[src/rtl/uart_dbg_pkg.sv]
// Shared constants, state encoding and frame lengths for the UART hex debug reporter.
// Frame lengths for both the plain and the UART_HEX_REPORTER_ECHO_EN build live here.
package uart_dbg_pkg;

    localparam logic [7:0] CMD_PC_DEFAULT   = 8'h50;
    localparam logic [7:0] CMD_INST_DEFAULT = 8'h49;
    localparam logic [7:0] CMD_ALU_DEFAULT  = 8'h41;

    localparam logic [7:0] ASCII_CR    = 8'h0D;
    localparam logic [7:0] ASCII_LF    = 8'h0A;
    localparam logic [7:0] ASCII_QMARK = 8'h3F;
    localparam logic [7:0] ASCII_COLON = 8'h3A;

    // Wide enough for the longest frame of either build (12 characters).
    localparam int IDX_W = 4;

    localparam logic [IDX_W-1:0] FRAME_LEN_KNOWN        = 4'd10;
    localparam logic [IDX_W-1:0] FRAME_LEN_UNKNOWN      = 4'd3;
    localparam logic [IDX_W-1:0] FRAME_LEN_KNOWN_ECHO   = 4'd12;
    localparam logic [IDX_W-1:0] FRAME_LEN_UNKNOWN_ECHO = 4'd5;
    localparam logic [IDX_W-1:0] ECHO_PREFIX_LEN        = 4'd2;

    typedef enum logic [1:0] {
        ST_IDLE   = 2'd0,
        ST_DECODE = 2'd1,
        ST_SEND   = 2'd2,
        ST_GAP    = 2'd3
    } state_t;

endpackage

[src/rtl/hex_nibble_ascii.sv]
// Combinational encoder from a 4-bit value to its uppercase ASCII hex digit.
module hex_nibble_ascii (
    input  logic [3:0] nibble,
    output logic [7:0] ascii
);

    always_comb begin
        if (nibble < 4'd10) begin
            ascii = 8'h30 + {4'h0, nibble};
        end else begin
            // 8'h37 + 10 lands on 'A'.
            ascii = 8'h37 + {4'h0, nibble};
        end
    end

endmodule

[src/rtl/uart_hex_reporter.sv]
// Debug responder: one command byte in, one probe streamed out as ASCII hex + CR LF.
// Define UART_HEX_REPORTER_ECHO_EN to prefix each response with "<cmd>:".
// Handshake: rx_re pulses for one cycle to consume rx_data; tx_we pulses for one
// cycle with tx_data only while tx_busy is low; tx_busy is ignored in the GAP cycle.
module uart_hex_reporter
    import uart_dbg_pkg::*;
#(
    parameter logic [7:0] CMD_PC   = CMD_PC_DEFAULT,
    parameter logic [7:0] CMD_INST = CMD_INST_DEFAULT,
    parameter logic [7:0] CMD_ALU  = CMD_ALU_DEFAULT
) (
    input  logic        clk,
    input  logic        rst,
    input  logic [7:0]  rx_data,
    input  logic        rx_valid,
    output logic        rx_re,
    input  logic        tx_busy,
    output logic [7:0]  tx_data,
    output logic        tx_we,
    input  logic [31:0] pc_in,
    input  logic [31:0] inst_in,
    input  logic [31:0] alu_in,
    output logic        busy,
    output logic        cmd_err,
    output logic [7:0]  cmd_count,
    output state_t      dbg_state
);

    state_t             state_q;
    state_t             state_d;
    logic [7:0]         cmd_q;
    logic [31:0]        snap_q;
    logic               unknown_q;
    logic [IDX_W-1:0]   idx_q;
    logic [7:0]         tx_data_q;
    logic [7:0]         cmd_count_q;

    logic               cmd_known;
    logic [IDX_W-1:0]   frame_len;
    logic [IDX_W-1:0]   body_idx;
    logic               last_char;
    logic [3:0]         nibble;
    logic [7:0]         hex_char;
    logic [7:0]         cur_char;

    assign cmd_known = (cmd_q == CMD_PC) || (cmd_q == CMD_INST) || (cmd_q == CMD_ALU);

`ifdef UART_HEX_REPORTER_ECHO_EN
    assign frame_len = unknown_q ? FRAME_LEN_UNKNOWN_ECHO : FRAME_LEN_KNOWN_ECHO;
    assign body_idx  = idx_q - ECHO_PREFIX_LEN;
`else
    assign frame_len = unknown_q ? FRAME_LEN_UNKNOWN : FRAME_LEN_KNOWN;
    assign body_idx  = idx_q;
`endif

    assign last_char = (idx_q == frame_len - 4'd1);

    always_comb begin
        nibble = snap_q[31:28];
        case (body_idx[2:0])
            3'd0: nibble = snap_q[31:28];
            3'd1: nibble = snap_q[27:24];
            3'd2: nibble = snap_q[23:20];
            3'd3: nibble = snap_q[19:16];
            3'd4: nibble = snap_q[15:12];
            3'd5: nibble = snap_q[11:8];
            3'd6: nibble = snap_q[7:4];
            default: nibble = snap_q[3:0];
        endcase
    end

    hex_nibble_ascii u_hex (
        .nibble (nibble),
        .ascii  (hex_char)
    );

    always_comb begin
        cur_char = ASCII_LF;
        if (unknown_q) begin
            if (body_idx == 4'd0)      cur_char = ASCII_QMARK;
            else if (body_idx == 4'd1) cur_char = ASCII_CR;
            else                       cur_char = ASCII_LF;
        end else begin
            if (body_idx < 4'd8)       cur_char = hex_char;
            else if (body_idx == 4'd8) cur_char = ASCII_CR;
            else                       cur_char = ASCII_LF;
        end
`ifdef UART_HEX_REPORTER_ECHO_EN
        if (idx_q == 4'd0)      cur_char = cmd_q;
        else if (idx_q == 4'd1) cur_char = ASCII_COLON;
`endif
    end

    always_ff @(posedge clk or posedge rst) begin
        if (rst) state_q <= ST_IDLE;
        else     state_q <= state_d;
    end

    always_comb begin
        state_d = state_q;
        case (state_q)
            ST_IDLE:   if (rx_valid) state_d = ST_DECODE;
            ST_DECODE: state_d = ST_SEND;
            ST_SEND:   if (!tx_busy) state_d = ST_GAP;
            ST_GAP:    state_d = (idx_q == frame_len) ? ST_IDLE : ST_SEND;
            default:   state_d = ST_IDLE;
        endcase
    end

    always_comb begin
        rx_re   = (state_q == ST_DECODE);
        cmd_err = (state_q == ST_DECODE) && !cmd_known;
        tx_we   = (state_q == ST_SEND) && !tx_busy;
        busy    = (state_q != ST_IDLE);
    end

    always_ff @(posedge clk or posedge rst) begin
        if (rst) begin
            cmd_q       <= 8'h00;
            snap_q      <= 32'h0;
            unknown_q   <= 1'b0;
            idx_q       <= '0;
            tx_data_q   <= 8'h00;
            cmd_count_q <= 8'h00;
        end else begin
            if (state_q == ST_IDLE && rx_valid) begin
                cmd_q <= rx_data;
            end
            if (state_q == ST_DECODE) begin
                unknown_q <= !cmd_known;
                idx_q     <= '0;
                if (cmd_q == CMD_PC)        snap_q <= pc_in;
                else if (cmd_q == CMD_INST) snap_q <= inst_in;
                else if (cmd_q == CMD_ALU)  snap_q <= alu_in;
                else                        snap_q <= 32'h0;
            end
            if (tx_we) begin
                tx_data_q <= cur_char;
                idx_q     <= idx_q + 4'd1;
                // Count a served command once its LF actually leaves.
                if (!unknown_q && last_char) begin
                    cmd_count_q <= cmd_count_q + 8'd1;
                end
            end
        end
    end

    // Present the new character in the pulse cycle, then hold it until the next load.
    assign tx_data   = tx_we ? cur_char : tx_data_q;
    assign cmd_count = cmd_count_q;
    assign dbg_state = state_q;

endmodule

[config.mk]
export PLATFORM = sky130hd
export DESIGN_NAME = uart_hex_reporter
export DESIGN_NICKNAME = d
export VERILOG_FILES = /design/src/rtl/uart_dbg_pkg.sv /design/src/rtl/hex_nibble_ascii.sv /design/src/rtl/uart_hex_reporter.sv
export SDC_FILE = /design/constraint.sdc
export NUM_CORES = 1
export LEC_CHECK = 0
export BUFFER_PORTS_ARGS = -buffer_cell sky130_fd_sc_hd__buf_2
export CAP_MARGIN = 20
export CORE_ASPECT_RATIO = 0.6
export CORE_MARGIN = 3
export CORE_UTILIZATION = 45
export CTS_BUF_LIST = sky130_fd_sc_hd__clkbuf_16
export DETAILED_ROUTE_END_ITERATION = 7
export GPL_ROUTABILITY_DRIVEN = 0
export PLACE_DENSITY = 0.81
export SKIP_CTS_REPAIR_TIMING = 1
export SYNTH_ARGS = -nofsm -noshare
export SYNTH_HDL_FRONTEND = slang
export SYNTH_SLANG_ARGS = --single-unit
[constraint.sdc]
create_clock -name clk -period 10.16 [get_ports clk]
set_clock_uncertainty 0.05 [all_clocks]
set_input_delay 2.032 -clock clk [delete_from_list [all_inputs] [get_ports clk]]
set_output_delay 2.032 -clock clk [all_outputs]
set_load 0.02 [all_outputs]
==> results_dict.tcl, run 1 <==
set metrics [dict create \
    ys_seq_area_share_pct 47.4 \
    via_count 3199 \
    synth_edf_count 0 \
    ant_nets 0 \
    cts_num_sinks 63 \
    num_rows 23 \
    fill_cells 590 \
    cts_made_buffers 9 \
    max_stage_delay_ps 800 \
    worst_pin_slew_ps 795 \
    syn_to_final_growth_pct 30.4 \
    cts_tree "done" \
    rsz0062_at_grt "false" \
    setup_viol 0 \
    p_int_mw 0.752 \
    dp_hpwl_mm 6.91 \
    report.final.slew_viol_count 0 \
    antenna_found_initial 0 \
    yosys.area_share.adder_pct 2.63 \
    p_total_mw 1.26 \
    root_buffer "clkbuf_16" \
    sequentialPowerShare_pct 32.6 \
    cp_max_fo 23 \
    path_class "flip-flop to primary output" \
    yosysTopAreaCellShare_pct 47.4 \
    initial_utilization_pct 48.2 \
    syn_inst 338 \
    sw_frac_of_total_pct 40.3 \
    dr.pass1.iters 8 \
    clockPowerShare_pct 25.4 \
    power.density_nw_per_um2 290 \
    min_period_over_period_pct 55.8 \
    finalHoldViolCount 0 \
    async_flop_share_pct 100 \
    synth_top_family_by_area "compound AO/OA/AOI/OAI gates" \
    crit_path_top_delay_cell "dfrtp_1" \
    p_sw_mw 0.507 \
    synthSimpleGateAreaFrac_pct 14.7 \
    synthesis.nets 453 \
    wl_mm 9.32 \
    combPwrFrac_pct 42.0 \
    layout.nets 572 \
    synthXorXnorAreaFrac_pct 2.63 \
    muxShareOfSynthArea_pct 2.71 \
    viasPerCell 5.83 \
    clkLatencyLatePin_ps 330 \
    portBuffers 129 \
    grt_max_degree 69 \
    run_status "complete, no violations" \
    wire_per_inst_um 17.0 \
    syn-cell-area_um2 3330 \
    critPathCaptureType "primary output" \
    slew-limit-headroom_pct 47.0 \
    drc 0 \
    path_clk_slew_ps 50 \
    required_ps 8080 \
    grt_pass1_wl_mm 14.2 \
    holdWs_ps 415 \
    hp-class "flip-flop to flip-flop" \
    syn_area_per_cell_um2 9.84 \
    ys_ff_latch 63 \
    grt_pass1_vias 2901 \
    drive_gt1_share_pct 37.0 \
    grt.total_usage_pct 21.9 \
    routed-wl-met2_mm 3.89 \
    dr_wl_met3_um 884 \
    wl_met1_mm 4.44 \
    max-vdd-ir-drop_v 0.000139 \
    fp.dieW_um 117 \
    dr.max_layer_used "met4" \
    dr.first_iter.drc_count 296 \
    yosys-top-cells-area "dfrtp_1 (47%), a222oi_1 (9.6%), o21ai_0 (6.0%), nand2_1 (5.9%), mux2_2 (2.7%)" \
    antenna_cells 0 \
    synth_ff_type "dfrtp_1" \
    synth_warnings 0 \
    synth_compound_area_share_pct 25.4 \
    ios 130 \
    fin_crit_ps 5670 \
    clock_path_buffers 2 \
    cap_viol_max_count 0 \
    die_height_um 72.6 \
    fmax_mhz 176 \
    yosysMostFrequentCell "dfrtp_1" \
    cp-start-kind "flip-flop" \
    design.die.area_um2 8490 \
    worst_path_most_repeated_cell "ha_1" \
    fin_tns_setup_ps 0 \
    htree_levels 3 \
    yosysUniqueCellTypes 45 \
    synthTopCellsByCount "dfrtp_1 (63), nand2_1 (52), o21ai_0 (40)" \
    synth_area_leader_cell "dfrtp_1" \
    path_cells "inv_1 > ha_1 > or4_4 > nand4_1 > o22ai_4 > ha_1 > a21oi_1 > a31oi_1 > a211oi_1 > buf_2" \
    fp.coreArea_um2 6910 \
    grt.overflow.total 0 \
    power_leakage_nw 2.03 \
    arrival_ps 3590 \
]
state kept, by name, indices dropped and copies added, names as in the netlist:
| register | flops |
|---|---|
| cmd_q | 8 |
| snap_q | 32 |
| tx_data_q | 8 |
| body_idx | 4 |
| cmd_count | 8 |
| dbg_state | 2 |
| unknown_q | 1 |
placed cells by master, fill, tap and decap left out, types with 3 or more instances in the layout:
| cell | netlist | routed |
|---|---|---|
| xnor2_1 | 5 | 5 |
| dfrtp_1 | 63 | 63 |
| a211oi_1 | 4 | 4 |
| ha_1 | 7 | 7 |
| mux2_2 | 8 | 8 |
| inv_1 | 9 | 8 |
| nand3_1 | 8 | 8 |
| a221oi_1 | 4 | 4 |
| buf_4 | 0 | 4 |
| a31oi_1 | 3 | 3 |
| a222oi_1 | 32 | 32 |
| nor3_1 | 5 | 3 |
| clkinv_1 | 1 | 3 |
| nor2_1 | 16 | 15 |
| xor2_1 | 5 | 5 |
| a22oi_1 | 4 | 4 |
| clkbuf_16 | 0 | 9 |
| a21oi_1 | 10 | 10 |
| nand2_1 | 52 | 52 |
| o21ai_0 | 40 | 40 |
| buf_2 | 2 | 129 |
| nand4_1 | 6 | 6 |
power by group through the flow:
stage	sequential, mW	combinational, mW	clock (mW)
3_3_place_gp	0.408	0.496	0
5_1_grt	0.421	0.579	0.337
2_1_floorplan	0.384	0.403	0
6_report	0.411	0.529	0.320
3_5_place_dp	0.411	0.522	0
4_1_cts	0.408	0.525	0.326
worst max-delay path, delay by kind of cell, from the launching register on:
| family | cells | cell delay, ps |
|---|---|---|
| AOI/OAI and AO/OA | 4 | 670 |
| adders and majority gates | 2 | 560 |
| buffers and inverters | 2 | 430 |
| DFF | 1 | 800 |
| and+or+nand+nor | 2 | 790 |
logic make-up after synthesis:
group | Yosys count
adder cells (fa/ha/maj) | 7
AO/OA/AOI/OAI | 112
XOR/XNOR | 10
buffers and inverters | 36
AND/OR/NAND/NOR | 102
multiplexers | 8
flip-flops | 63
layout make-up:
cell class	instances	area, um^2	area share, %
timing repair buffer	134	691	15.9
clock buffer	9	225	5.19
inverter	10	37.5	0.865
multi-input combinational	239	1610	37.2
clock inverter	7	87.6	2.02
sequential	63	1580	36.3
tap	87	109	2.51
final timing paths:
path | slack, ps | cells past startpoint | startpoint | endpoint
min reg2reg | 420 | 1 | cmd_count[7]$_DFFE_PP0P_ | cmd_count[7]$_DFFE_PP0P_
max reg2reg | 6960 | 9 | body_idx[2]$_DFFE_PP0P_ | tx_data_q[2]$_DFF_PP0_
max in group asynchronous | 7650 | 3 | rst | cmd_q[0]$_DFFE_PP0P_
min | 420 | 1 | cmd_count[7]$_DFFE_PP0P_ | cmd_count[7]$_DFFE_PP0P_
max | 4490 | 10 | body_idx[2]$_DFFE_PP0P_ | tx_data[2]
min in group asynchronous | 1870 | 3 | rst | dbg_state[0]$_DFFE_PP0P_
metrics by stage:
step	instance area, um^2	cells	utilization (%)	setup slack (ps)
5_1_grt	4340	549	62.8	4270
2_1_floorplan	3330	338	-	4950
4_1_cts	4320	548	62.6	4500
6_report	4340	549	62.8	4490
3_5_place_dp	4010	532	58.1	4660
3_3_place_gp	4010	532	58.1	4730
layer usage:
| metal | track usage (%) | up-vias |
|---|---|---|
| met1 | 31.5 | 1495 |
| met5 | 0 | - |
| li1 | - | 1524 |
| met4 | 5.73 | 0 |
| met2 | 32.0 | 166 |
| met3 | 7.13 | 14 |
Power figures use the tool's default switching activity.
==> inputs of run 2 (changes only) <==
--- a/config.mk
+++ b/config.mk
@@ -9,11 +9,11 @@
 export CAP_MARGIN = 20
 export CORE_ASPECT_RATIO = 0.6
 export CORE_MARGIN = 3
-export CORE_UTILIZATION = 45
+export CORE_UTILIZATION = 44
 export CTS_BUF_LIST = sky130_fd_sc_hd__clkbuf_16
 export DETAILED_ROUTE_END_ITERATION = 7
 export GPL_ROUTABILITY_DRIVEN = 0
-export PLACE_DENSITY = 0.81
+export PLACE_DENSITY = 0.82
 export SKIP_CTS_REPAIR_TIMING = 1
 export SYNTH_ARGS = -nofsm -noshare
 export SYNTH_HDL_FRONTEND = slang
==> constraint.sdc (replaced) <==
create_clock -name clk -period 4.9 [get_ports clk]
set_clock_uncertainty 0.05 [all_clocks]
set_input_delay 0.98 -clock clk [delete_from_list [all_inputs] [get_ports clk]]
set_output_delay 0.98 -clock clk [all_outputs]
set_load 0.02 [all_outputs]
==> run 2 against run 1 <==
Effect of this change:
- the flow now finishes with violations (design-rule violations)
- clock power rose by 110%
- sequential power rose by 100%
- worst setup slack got worse by 3800 ps
- combinational power rose by 110%
==> results_dict.tcl, run 2 (same netlist as run 1, synthesis figures left out) <==
set metrics [dict create \
    holdWs_ps 413 \
    ant_nets 0 \
    wire_per_inst_um 16.9 \
    grt_max_degree 69 \
    path_clk_slew_ps 50 \
    slew-limit-headroom_pct 48.3 \
    largest_register_ffs 32 \
    root_buffer "clkbuf_16" \
    dr.pass1.iters 8 \
    clkLatencyLatePin_ps 330 \
    ios 130 \
    top_register "snap_q" \
    hp-class "flip-flop to flip-flop" \
    power.density_nw_per_um2 595 \
    dp_hpwl_mm 7.07 \
    max-vdd-ir-drop_v 0.000255 \
    hold_end "cmd_count[7]$_DFFE_PP0P_" \
    grt_pass1_vias 3112 \
    violations "design-rule violations" \
    utilization_pct 62.6 \
    fmax_mhz 237 \
    via_count 3250 \
    cts_num_sinks 63 \
    cp_max_fo 9 \
    finalHoldViolCount 0 \
    path_class "flip-flop to primary output" \
    fin_crit_ps 4230 \
    required_ps 3870 \
    drc 1 \
    viasPerCell 5.77 \
    layout_setup_ws_ps 673 \
    multiInputGateArea_um2 1610 \
    worst_pin_slew_ps 776 \
    fin_tns_setup_ps 0 \
    critPathCaptureType "primary output" \
    layout.nets 573 \
    holdCritStartpoint "cmd_count[7]$_DFFE_PP0P_" \
    rr_endpoint "tx_data_q[2]$_DFF_PP0_" \
    antenna_cells 0 \
    fill_cells 584 \
    grt.total_usage_pct 22.7 \
    reg2reg_slack_ps 2090 \
    cts_tree "done" \
    arrival_ps 3200 \
    fp.coreArea_um2 6990 \
    portBuffers 129 \
    grt_pass1_wl_mm 15.5 \
    hold-path-cell-count 1 \
    run_status "complete, but fails checks" \
    rsz0062_at_grt "false" \
    min_period_over_period_pct 86.3 \
    die_height_um 73.3 \
    design.die.area_um2 8670 \
    r2r_cells 9 \
    report.final.slew_viol_count 0 \
    wl_mm 9.49 \
    setup_viol 0 \
    drive_gt1_share_pct 37.4 \
    final_common_cell "buf_2" \
    cts_made_buffers 9 \
    syn_to_final_growth_pct 31.6 \
    cap_viol_max_count 0 \
    layout_common_cells "buf_2 (129), dfrtp_1 (63), nand2_1 (52)" \
    dr.first_iter.drc_count 369 \
    initial_utilization_pct 47.6 \
    grt.overflow.total 0 \
    fp.dieW_um 118 \
    num_rows 23 \
    worstReg2RegStart "body_idx[0]$_DFFE_PP0P_" \
    clock_path_buffers 2 \
    htree_levels 3 \
    antenna_found_initial 0 \
    power_leakage_nw 2.04 \
    place_ws_ps 1050 \
    register_area_um2 1580 \
    cp-start-kind "flip-flop" \
]
==> run 2: cell types whose count changed in the layout (fill, tap and decap cells not counted) <==
| cell | before | now |
|---|---|---|
| clkinv_2 | 1 | 2 |
| inv_1 | 8 | 9 |
| buf_8 | 1 | 0 |
| clkinv_1 | 3 | 1 |
| buf_4 | 4 | 5 |
| buf_16 | 0 | 1 |
==> run 2: critical path: stages, from the launching register on <==
cell,delay (ps)
dfrtp_1,470
ha_1,250
ha_1,240
or4_4,630
nand4_1,160
o22ai_4,120
ha_1,250
a21oi_1,130
a31oi_1,60
a211oi_1,330
buf_2,240
==> run 2: cell type report <==
class,instances,share of cell area (%)
Clock inverter,7,2.03
Inverter,10,0.858
Tap cell,100,2.86
Clock buffer,9,5.15
Timing Repair Buffer,135,16.2
Multi-Input combinational cell,239,36.8
Sequential cell,63,36.0
==> run 2: power breakdown <==
group	switching, mW	leakage (nW)	total (mW)	internal, mW
clock network	0.224	0.153	0.665	0.441
registers	0.156	0.816	0.840	0.685
logic	0.661	1.08	1.10	0.438
==> run 2: worst max path at each step <==
stage	to	cells past startpoint	slack, ps	from
global placement	tx_data[1]	9	1130	body_idx[0]$_DFFE_PP0P_
finish	tx_data[2]	10	670	body_idx[0]$_DFFE_PP0P_
CTS	tx_data[2]	10	690	body_idx[0]$_DFFE_PP0P_
floorplan	tx_data[2]	12	740	body_idx[2]$_DFFE_PP0P_
global route	tx_data[2]	11	480	body_idx[2]$_DFFE_PP0P_
detailed placement	tx_data[2]	10	1050	body_idx[0]$_DFFE_PP0P_
==> run 2: metrics by stage <==
step | instance area [um^2] | cells | power (mW)
floorplan | 3330 | 338 | 1.63
global placement | 4030 | 546 | 1.88
detailed placement | 4030 | 546 | 1.92
CTS | 4350 | 562 | 2.60
global route | 4380 | 563 | 2.79
finish | 4380 | 563 | 2.60
==> run 2: metal layers <==
layer	routed length (um)	GRT usage (%)	part of all wire [%]
met1	4220	30.9	44
met2	4170	34.7	44
met3	1000	7.62	11
met4	100	6.75	1.1
met5	0	0	0
==> inputs of run 3 (changes only) <==
--- a/config.mk
+++ b/config.mk
@@ -9,7 +9,7 @@
 export CAP_MARGIN = 20
 export CORE_ASPECT_RATIO = 0.6
 export CORE_MARGIN = 3
-export CORE_UTILIZATION = 44
+export CORE_UTILIZATION = 45
 export CTS_BUF_LIST = sky130_fd_sc_hd__clkbuf_16
 export DETAILED_ROUTE_END_ITERATION = 7
 export GPL_ROUTABILITY_DRIVEN = 0
@@ -17,4 +17,5 @@
 export SKIP_CTS_REPAIR_TIMING = 1
 export SYNTH_ARGS = -nofsm -noshare
 export SYNTH_HDL_FRONTEND = slang
+export SYNTH_HIERARCHICAL = 1
 export SYNTH_SLANG_ARGS = --single-unit
==> run 3 against run 2 <==
Effect of this change:
- the flow now finishes without violations
- worst hold slack gained 1.5 ps
- global-route usage decreased by 1.2 points
- flip-flop and latch count did not move
- routed wire length is 6.0% higher
- synthesized cell count unchanged
- sequential share of layout area decreased by 2.7 points
- core utilization decreased by 3.4 points
- final area increased by 8.3%
- fmax shrank 6.7%
- synthesized area rose by 14%
- combinational power about the same
- highest routed layer unchanged
==> results_dict.tcl, run 3 <==
set metrics [dict create \
    run_status "complete, no violations" \
    report.final.slew_viol_count 0 \
    yosysUniqueCellTypes 52 \
    fin_tns_setup_ps 0 \
    clock_path_buffers 2 \
    synth_edf_count 0 \
    async_flop_share_pct 100 \
    dr.pass1.iters 7 \
    power.density_nw_per_um2 537 \
    ios 130 \
    dp.cells 551 \
    fmax_mhz 221 \
    initial_utilization_pct 47.2 \
    max-vdd-ir-drop_v 0.000422 \
    setup_viol 0 \
    dr.max_layer_used "met4" \
    antenna_cells 0 \
    ys_ff_latch 63 \
    drive_gt1_share_pct 42.5 \
    drc 0 \
    syn_area_per_cell_um2 11.2 \
    finalHoldViolCount 0 \
    yosysMostFrequentCell "dfrtp_1" \
    wl_met1_mm 4.37 \
    slew-limit-headroom_pct 34.6 \
    dp_hpwl_mm 7.14 \
    cp-start-kind "flip-flop" \
    synthesis.nets 453 \
    yosys-top-cells-area "dfrtp_1 (42%), o2bb2ai_2 (12%), mux2i_1 (8.5%), a22o_1 (7.4%), mux2_2 (3.0%)" \
    grt_max_degree 64 \
    synth_area_leader_cell "dfrtp_1" \
    required_ps 3870 \
    ys_seq_area_share_pct 41.7 \
    power_leakage_nw 2.28 \
    syn_inst 338 \
    synth_warnings 6 \
    synth_ff_type "dfrtp_1" \
    layout_common_cells "buf_2 (129), dfrtp_1 (62), mux2i_1 (32), a22o_1 (32), o2bb2ai_2 (30)" \
    final_common_cell "buf_2" \
    cts_tree "done" \
    via_count 3247 \
    path_class "flip-flop to primary output" \
    grt.total_usage_pct 21.5 \
    portBuffers 129 \
    worst_pin_slew_ps 981 \
    fp.coreArea_um2 8010 \
    synthTopCellsByCount "dfrtp_1 (63), a22o_1 (32), mux2i_1 (32)" \
    clkLatencyLatePin_ps 340 \
    cp_max_fo 9 \
    instances_no_fill 567 \
    fp.dieW_um 124 \
    cap_viol_max_count 0 \
    ant_nets 0 \
    dr.first_iter.drc_count 232 \
    routed-wl-met2_mm 4.41 \
    htree_levels 3 \
    path_clk_slew_ps 50 \
    hp-class "flip-flop to flip-flop" \
    largest_register_ffs 32 \
    root_buffer "clkbuf_16" \
    grt_pass1_wl_mm 16.4 \
    yosysTopAreaCellShare_pct 41.7 \
    die_height_um 77.0 \
    dr_wl_met3_mm 1.04 \
    grt_pass1_vias 3309 \
    top_register "snap_q" \
    wire_per_inst_um 17.8 \
    cts_made_buffers 9 \
    critPathCaptureType "primary output" \
    arrival_ps 3500 \
    rsz0062_at_grt "false" \
    syn_to_final_growth_pct 25.3 \
    grt.overflow.total 0 \
    min_period_over_period_pct 92.5 \
    cts_num_sinks 63 \
    fin_crit_ps 4530 \
    wl_mm 10.1 \
    syn-cell-area_um2 3780 \
    design.die.area_um2 9570 \
    fill_cells 680 \
    layout.nets 569 \
    num_rows 25 \
    viasPerCell 5.73 \
    antenna_found_initial 0 \
]
[run 3: changes by cell type in the layout (fill, tap and decap cells not counted), sizes merged, moves of 4 or more]
cell     delta
nor2        -6
mux2i      +32
o21ai      -31
a211oi      -6
a222oi     -32
and3        +4
nand2      -32
a22o       +30
o2bb2ai    +32
[run 3: per-layer routing]
layer	track usage (%)	up-vias
li1	-	1510
met1	28.4	1529
met2	32.0	179
met3	8.84	29
met4	7.11	0
met5	0	-
[run 3: cells by family after synthesis]
kind of cell,share of synthesized area (%)
multiplexers,11.7
other,0.0992
AND/OR/NAND/NOR,9.03
adder cells (fa/ha/maj),2.32
flip-flops,41.7
AO/OA/AOI/OAI,28.2
XOR/XNOR,2.08
buffers and inverters,4.86
[run 3: final timing paths]
path	from	to	slack, ps	cells past startpoint
worst max-delay path	body_idx[0]$_DFFE_PP0P_	tx_data[2]	370	12
max in group asynchronous	rst	cmd_q[3]$_DFFE_PP0P_	3470	3
worst min register to register	tx_data_q[7]$_DFF_PP0_	tx_data_q[7]$_DFF_PP0_	410	2
min in group asynchronous	rst	cmd_q[7]$_DFFE_PP0P_	800	3
worst max register to register	body_idx[0]$_DFFE_PP0P_	tx_data_q[2]$_DFF_PP0_	1730	11
worst min-delay path	tx_data_q[7]$_DFF_PP0_	tx_data_q[7]$_DFF_PP0_	410	2
[run 3: area by class of cell]
type	count	area (um^2)	area share (%)
clock buffer	9	225	4.75
inverter	10	37.5	0.792
sequential	63	1580	33.3
timing repair buffer	134	683	14.4
tap	108	135	2.85
clock inverter	7	55.1	1.16
multi-input combinational	236	2020	42.7
[run 3: critical path, cell delays in order (launching register included)]
cell and delay (ps):
dfrtp_1 460, ha_1 240, ha_1 230, or4_1 670, o211ai_1 150, o22a_1 270
inv_1 70, ha_1 200, nand2_2 70, mux2_1 340, a21oi_1 160, a21oi_1 120
buf_2 170
[run 3: stage by stage]
| stage | worst slack, ps | hold WS (ps) | utilization [%] | power [mW] | area [um^2] |
|---|---|---|---|---|---|
| finish | 368 | 415 | 59.2 | 2.54 | 4740 |
| global route | 157 | 444 | 59.2 | 2.71 | 4740 |
| CTS | 409 | 418 | 59.2 | 2.54 | 4740 |
| detailed placement | 808 | 401 | 55.7 | 1.93 | 4460 |
| global placement | 950 | 396 | 55.7 | 1.87 | 4460 |
| floorplan | 925 | 417 | - | 1.64 | 3780 |
[run 3: report_power, final]
group | switching [mW] | total, mW | internal (mW)
Clock | 0.219 | 0.603 | 0.383
Sequential | 0.176 | 0.820 | 0.643
Combinational | 0.644 | 1.12 | 0.478
Total | 1.04 | 2.54 | 1.50
